## src/rtl/tinygpu_pkg.sv

```systemverilog
// tinygpu_pkg: command byte layout shared by cmd_ingress and command_decoder.
package tinygpu_pkg;
  localparam int CMD_W      = 8;
  localparam int CMD_OP_MSB = 7;
  localparam int CMD_OP_LSB = 6;
  localparam int CMD_X_MSB  = 5;
  localparam int CMD_X_LSB  = 3;
  localparam int CMD_Y_MSB  = 2;
  localparam int CMD_Y_LSB  = 0;
  typedef logic [CMD_W-1:0] cmd_byte_t;
  function automatic logic odd_parity_ok(input cmd_byte_t d, input logic p);
    return ^{d, p};
  endfunction
endpackage

```

## src/rtl/strobe_sync_edge.sv

```systemverilog
// strobe_sync_edge: synchronizes an async strobe and emits a one-cycle registered rising-edge pulse.
// The chain and edge flop reset to 1 so a strobe held high through reset is not seen as an edge.
module strobe_sync_edge #(
  parameter int SYNC_STAGES = 2
) (
  input  logic clk,
  input  logic rst_n,
  input  logic async_in,
  output logic pulse
);
  logic [SYNC_STAGES-1:0] sync_q, sync_d;
  logic prev_q, prev_d, pulse_q, pulse_d;
  // shift the strobe through the synchronizer and detect the rising edge on its output
  always_comb begin
    sync_d  = {sync_q[SYNC_STAGES-2:0], async_in};
    prev_d  = sync_q[SYNC_STAGES-1];
    pulse_d = sync_q[SYNC_STAGES-1] & ~prev_q;
  end
  // synchronizer and edge flops reset high; the pulse register resets low
  always_ff @(posedge clk or negedge rst_n) begin
    if (!rst_n) begin
      sync_q  <= '1;
      prev_q  <= 1'b1;
      pulse_q <= 1'b0;
    end else begin
      sync_q  <= sync_d;
      prev_q  <= prev_d;
      pulse_q <= pulse_d;
    end
  end
  assign pulse = pulse_q;
endmodule

```

## src/rtl/cmd_ingress.sv

```systemverilog
// cmd_ingress: captures host command bytes on an async strobe into a FWFT FIFO with valid/ready output.
// Optional odd-parity check on each byte when CMD_INGRESS_PARITY_EN is defined.
module cmd_ingress
  import tinygpu_pkg::*;
#(
  parameter int DEPTH       = 4,
  parameter int SYNC_STAGES = 2
) (
  input  logic                     clk,
  input  logic                     rst_n,
  input  logic [7:0]               pin_data,
  input  logic                     pin_strobe,
  input  logic                     pin_parity,
  input  logic                     clear,
  output logic [7:0]               cmd_data,
  output logic                     cmd_valid,
  input  logic                     cmd_ready,
  output logic [$clog2(DEPTH):0]   fifo_level,
  output logic                     overflow,
  output logic                     parity_err
);
  localparam int AW = $clog2(DEPTH);
  localparam int LW = AW + 1;
  logic push_req, parity_ok, full, pop, push;
  cmd_byte_t mem_q [DEPTH];
  cmd_byte_t mem_d [DEPTH];
  logic [AW-1:0] rd_ptr_q, rd_ptr_d, wr_ptr_q, wr_ptr_d;
  logic [LW-1:0] level_q, level_d;
  logic ovf_q, ovf_d, perr_q, perr_d;

  strobe_sync_edge #(.SYNC_STAGES(SYNC_STAGES)) u_sync (
    .clk      (clk),
    .rst_n    (rst_n),
    .async_in (pin_strobe),
    .pulse    (push_req)
  );

`ifdef CMD_INGRESS_PARITY_EN
  assign parity_ok = odd_parity_ok(pin_data, pin_parity);
`else
  logic unused_parity;
  assign unused_parity = pin_parity;
  assign parity_ok     = 1'b1;
`endif

  assign full      = level_q == LW'(DEPTH);
  assign cmd_valid = level_q != '0;
  assign cmd_data  = cmd_valid ? mem_q[rd_ptr_q] : '0;

  // handshake, pointer/level update and sticky flags; clear overrides any push or pop
  always_comb begin
    pop      = cmd_valid & cmd_ready;
    push     = push_req & parity_ok & (~full | pop);
    rd_ptr_d = clear ? '0 : rd_ptr_q + AW'(pop);
    wr_ptr_d = clear ? '0 : wr_ptr_q + AW'(push);
    level_d  = clear ? '0 : level_q + LW'(push) - LW'(pop);
    ovf_d    = ~clear & (ovf_q | (push_req & parity_ok & full & ~pop));
    perr_d   = ~clear & (perr_q | (push_req & ~parity_ok));
    mem_d    = mem_q;
    if (push & ~clear) mem_d[wr_ptr_q] = pin_data;
  end

  // storage is not reset; entries are only observable once written
  always_ff @(posedge clk) begin
    mem_q <= mem_d;
  end

  // control state with asynchronous reset
  always_ff @(posedge clk or negedge rst_n) begin
    if (!rst_n) begin
      rd_ptr_q <= '0;
      wr_ptr_q <= '0;
      level_q  <= '0;
      ovf_q    <= 1'b0;
      perr_q   <= 1'b0;
    end else begin
      rd_ptr_q <= rd_ptr_d;
      wr_ptr_q <= wr_ptr_d;
      level_q  <= level_d;
      ovf_q    <= ovf_d;
      perr_q   <= perr_d;
    end
  end

  assign fifo_level = level_q;
  assign overflow   = ovf_q;
  assign parity_err = perr_q;
endmodule

```

## config.mk

```make
export PLATFORM = sky130hd
export DESIGN_NAME = cmd_ingress
export DESIGN_NICKNAME = d
export VERILOG_FILES = /design/src/rtl/tinygpu_pkg.sv /design/src/rtl/strobe_sync_edge.sv /design/src/rtl/cmd_ingress.sv
export SDC_FILE = /design/constraint.sdc
export NUM_CORES = 1
export LEC_CHECK = 0
export ABC_AREA = 0
export CAP_MARGIN = 30
export CELL_PAD_IN_SITES_DETAIL_PLACEMENT = 0
export CELL_PAD_IN_SITES_GLOBAL_PLACEMENT = 1
export CORE_MARGIN = 1.5
export CORE_UTILIZATION = 48
export DETAILED_ROUTE_END_ITERATION = 12
export PLACE_DENSITY = 0.8
export SLEW_MARGIN = 20
export SYNTH_ARGS = -nofsm -noshare
export SYNTH_HDL_FRONTEND = slang
export SYNTH_HIERARCHICAL = 1
export SYNTH_SLANG_ARGS = --single-unit
```

## constraint.sdc

```tcl
create_clock -name clk -period 7.15 [get_ports clk]
set_clock_uncertainty 0.15 [all_clocks]
set_input_delay 1.43 -clock clk [delete_from_list [all_inputs] [get_ports clk]]
set_output_delay 1.43 -clock clk [all_outputs]
set_load 0.05 [all_outputs]
```

# [Word level (Yosys, flattened, before mapping)]
# Cells that the tools add are included.
[totals] inputBits=14 wordCells=48 reg_bits=45
[classes] n_addsub=4 bitwise=16 eq_ne=1 n_reduce_logical=2 muxes=10 magnitude_cmp=3
[op_table] cell="bitwise mux 32 bit" n=1
[op_table] cell="two-way mux 8 bit" n=4
[op_table] cell="binary-select mux 8 bit (select 2 bit)" n=1
[op_table] cell="demux 8 bit (select 2 bit)" n=1
[op_table] cell="bitwise AND 1 bit" n=8
[op_table] cell=">= comparator 3 bit (second input constant)" n=2
[op_table] cell="inverter 2 -> 3 bit" n=2
[op_table] cell="adder 2 x 1 -> 2 bit" n=2
[op_table] cell="two-way mux 2 bit" n=2
[op_table] cell="inverter 1 bit" n=4
[op_table] cell="adder 3 x 1 -> 3 bit" n=1
[op_table] cell="== test 3 bit (second input constant)" n=1
[op_table] cell="less-than comparator 3 x 1 -> 1 bit (second input constant)" n=1
[op_table] cell="two-way mux 3 bit" n=1
[op_table] cell="nonzero test 3 bit" n=1
[op_table] cell="subtractor 3 x 1 -> 3 bit" n=1
[op_table] cell="OR 1 bit" n=2
[op_table] cell="logical AND 1 bit" n=1

# [Logic depth before layout (Yosys ltp)]
[depth] depth_word=7 depth_mapped=10 depth_no_buf=10

# [By module]
# Netlist, hierarchy kept.
[by_module_without_submodules] module="cmd_ingress" n_inst=1 seq_area_each_um2=1186.1 area_per_inst_um2=1671.6 cells_each=93
[by_module_without_submodules] module="strobe_sync_edge" n_inst=1 seq_area_each_um2=103.8 area_per_inst_um2=117.6 cells_each=5

# [Worst setup path before layout]
# No wires, ideal clock.
[synth_timing] path_kind="input to register" from="input cmd_ready" to="register level_q[2] (netlist: fifo_level[2])" n_path_buf=0 setup_ps=86 t_arrival_ps=3186 setup_slack_ps=3728 required_ps=6914 path_stages=10 path_cell_list="nor4b_1 nand2b_1 ha_1 inv_1 ha_1 inv_1 fa_1 xor2_1 and2_1 nor3_1"
[synth_via] elab_chain_len=6
[synth_rtl] item="start: declaration" line="cmd_ingress.sv:17" source="input logic cmd_ready,"
[synth_rtl] item="bitwise AND 1 bit *" line="cmd_ingress.sv:52" source="pop = cmd_valid & cmd_ready;"
[synth_rtl] item="OR 1 bit" line="cmd_ingress.sv:53" source="push = push_req & parity_ok & (~full | pop);"
[synth_rtl] item="bitwise AND 1 bit" line="cmd_ingress.sv:53"
[synth_rtl] item="adder 3 x 1 -> 3 bit" line="cmd_ingress.sv:56" source="level_d = clear ? '0 : level_q + LW'(push) - LW'(pop);"
[synth_rtl] item="subtractor 3 x 1 -> 3 bit *" line="cmd_ingress.sv:56"
[synth_rtl] item="two-way mux 3 bit *" line="cmd_ingress.sv:56"
[synth_rtl] item="named net level_d[2]" line="cmd_ingress.sv:28" source="logic [LW-1:0] level_q, level_d;"
[synth_rtl] item="end signal: assignment" line="cmd_ingress.sv:79" source="level_q <= level_d;"
[synth_rtl] item="end: declaration" line="cmd_ingress.sv:28"
# The timed path passes the listed nets; every way through them passes the cells marked *.
# A chain may end at the register's enable or synchronous reset.

# [Worst setup path after layout]
[layout_timing] from="register rd_ptr_q[0]" to="output cmd_data[5]"
[layout_via] elab_chain_len=5
[layout_rtl] item="start: declaration" line="cmd_ingress.sv:27" source="logic [AW-1:0] rd_ptr_q, rd_ptr_d, wr_ptr_q, wr_ptr_d;"
[layout_rtl] item="start signal: assignment" line="cmd_ingress.sv:77" source="rd_ptr_q <= rd_ptr_d;"
[layout_rtl] item="inverter 2 -> 3 bit (not written as such)" line="cmd_ingress.sv:48" source="assign cmd_data = cmd_valid ? mem_q[rd_ptr_q] : '0;"
[layout_rtl] item="binary-select mux 8 bit (select 2 bit)" line="cmd_ingress.sv:48"
[layout_rtl] item="two-way mux 8 bit (not written as such) (2 in series)" line="cmd_ingress.sv:48"
[layout_rtl] item="two-way mux 8 bit" line="cmd_ingress.sv:48"
[layout_rtl] item="end: declaration" line="cmd_ingress.sv:15" source="output logic [7:0] cmd_data,"
# No other way between the ends. The select of a mux whose other input is x is not followed.

==> run metrics <==
status complete, no violations; Largest delay share family, worst path buffers and inverters; max cap viols 0; I/O Pins 28; gr usage total 0.157; Max stage delay cell, worst path clkdlybuf4s50_1; Unique masters post-synth 23; Yosys top cell by area edfxtp_1; post-route ant nets 0; CTS tree built; cells resized by post-CTS repair 0; FP Rows 21; post-synthesis sequential area ratio 0.721; CTS Hold Buffers Added 0; most frequent cell after synthesis edfxtp_1; first-pass GRT wire length 4610 um; hold slack approximately 0.21 ns; CTS sink cnt 45; via count between 900 and 1000; post-placement cell count 173; Starting DRT DRC Count 24; setup repair after global routing missed its margin false; most frequent cells after synthesis edfxtp_1, nor2b_1, dfrtp_1, mux4_2, nor2_1; P&R area growth vs syn 24.9%; Final TNS setup 0 ns; diode count 0; flops & latches, synth 45; initial antenna violation count 0; internal power 533 uW; CTS buffer count 5; crit path buf inv count 1; Die Y between 60 and 70 um; Avg WL per Cell 15.1 um; fin cells 181; clk slew on worst S/H paths around 0.070 ns; critical path capture point type primary output; Syn Nets between 100 and 150; clock network fraction of total power 0.214; final core utilization 0.649; vias in the first global route slightly below 1000; Post-CTS Setup Inserts 0; HPWL after DPL between 1500 and 2000 um; CTS root buf clkbuf_8; post-synthesis cell count 98; CP required roughly 5.6 ns; Worst Max-Slew Pin Slew around 0.77 ns; Core ar. 3440 um^2; worst path arrival time 2.42 ns; Slew headroom 0.484; fin crit share 0.560; Vias/cell just over 5; largest net degree at the start of global routing 15; clk buf depth 2; Post-synth ARST share 0.289; Sw Share 0.370; Final Hold Vio Count 0; CP Class flop to primary output; DRT Pass-1 Iters 2; pwr/cell area 379 nW/um^2; Fmax achieved approximately 250 MHz; crit-path cells mux4_2 -> nor2b_1 -> clkdlybuf4s50_1; Final Routed Wirelength approximately 2700 um; combinational power share 0.400; syn_area_per_cell 18.3 um^2; Synth top area share 0.537; crit path launch type flop; # setup viols final 0; DIE AREA roughly 4100 um^2; CTS H-tree depth 2; Final Wtd Congestion 0.732; net switching power approximately 310 uW; Final nets roughly 150; max-slew violations 0; Pleak 0.000814 uW; Post-Syn Area 1790 um^2; # DRC 0; latest clock arrival within the worst-skew pair 0.29 ns; global route total overflow 0; CP max FO 9; number of enable flip-flop cells after synthesis 32; Post-synth top flop edfxtp_1; Buffers on Ports 26; fraction of layout cells with a size suffix above 1 0.193; Die X-Extent ~64 um; Synth area leaders edfxtp_1, dfrtp_1, mux4_2, nor2b_1, dfstp_2; Starting Density 0.520; Sequential Power Share 0.386; CP max stage delay 0.73 ns; Min-Delay Path Class flop to flop; Synth Warn # 6; post-layout min period between 4 and 5 ns; VDD IR max 170 uV
[sequential cells by signal (all words and copies together), names as in the netlist]
name	count
fifo_level	3
overflow	1
u_sync/sync_q	2
parity_err	1
mem_q	32
rd_ptr_q	2
wr_ptr_q	2
u_sync/prev_q	1
u_sync/pulse	1
[cell usage in the layout, fill, tap and decap left out]
| cell type | netlist | routed |
|---|---|---|
| a21oi_1 | 1 | 1 |
| buf_2 | 1 | 2 |
| nor4b_1 | 3 | 3 |
| dfstp_2 | 3 | 3 |
| dfrtp_1 | 10 | 10 |
| clkdlybuf4s50_1 | 0 | 26 |
| clkbuf_8 | 0 | 5 |
| nand2b_1 | 1 | 1 |
| and2_1 | 1 | 1 |
| edfxtp_1 | 32 | 32 |
| clkinv_2 | 0 | 1 |
| buf_4 | 0 | 4 |
| nor4_1 | 1 | 1 |
| bufinv_16 | 0 | 1 |
| clkbuf_1 | 0 | 1 |
| ha_1 | 4 | 4 |
| nand2_1 | 1 | 1 |
| mux4_2 | 8 | 8 |
| nor3_2 | 1 | 1 |
| fa_1 | 1 | 1 |
| xnor2_1 | 2 | 2 |
| inv_1 | 4 | 4 |
| nor2b_1 | 13 | 13 |
| nor2_1 | 5 | 5 |
| xor2_1 | 1 | 1 |
| nor2b_4 | 1 | 1 |
| nor3_1 | 2 | 2 |
[stage by stage]
stage	setup WS (ns)	instance area (um^2)	total power (uW)
finish	3.15	2230	847
global route	3.01	2230	891
CTS	3.08	2230	856
detailed placement	3.11	2130	675
global placement	3.16	2120	669
floorplan	3.73	1790	568
[area by class of cell]
cell class,instances,area [um^2]
clock buffer,6,72.6
timing repair buffer,32,300
fill,273,1210
clock inverter,2,35.0
inverter,4,15.0
tap,46,57.6
multi-input combinational,46,464
sequential,45,1290
[power by group through the flow]
| stage | registers, uW | logic (uW) | clock network, uW |
|---|---|---|---|
| 2_1_floorplan | 343 | 226 | 0 |
| 5_1_grt | 332 | 362 | 197 |
| 3_5_place_dp | 334 | 341 | 0 |
| 6_report | 327 | 339 | 181 |
| 3_3_place_gp | 332 | 336 | 0 |
| 4_1_cts | 328 | 342 | 186 |
[kinds of logic after synthesis]
group                      share of synthesized area
DFF                                            0.721
buffers and inverters                         0.0196
muxes                                          0.101
and+or+nand+nor                                0.102
AOI/OAI and AO/OA                            0.00279
xor gates and xnor gates                      0.0147
adders and majority gates                     0.0392
[layer usage]
metal  wire, um  GRT usage  vias to the layer above
met3        105     0.0493                        5
met4         48     0.0652                        0
met1       1190      0.195                      456
met2       1390      0.257                       19
met5          0          0                        -
li1           -          -                      434
[worst paths after layout]
| path | from | end | slack [ns] | cells after the start |
|---|---|---|---|---|
| min reg2reg | u_sync/sync_q[0] | u_sync/sync_q[1] | 0.21 | 0 |
| max | rd_ptr_q[0] | cmd_data[5] | 3.15 | 3 |
| max in group asynchronous | rst_n | u_sync/prev_q | 5.12 | 1 |
| min in group asynchronous | rst_n | fifo_level[2] | 1.35 | 1 |
| min | u_sync/sync_q[0] | u_sync/sync_q[1] | 0.21 | 0 |
| max reg2reg | fifo_level[1] | fifo_level[2] | 4.23 | 10 |
Note: power is estimated with default switching activity, not from simulation.
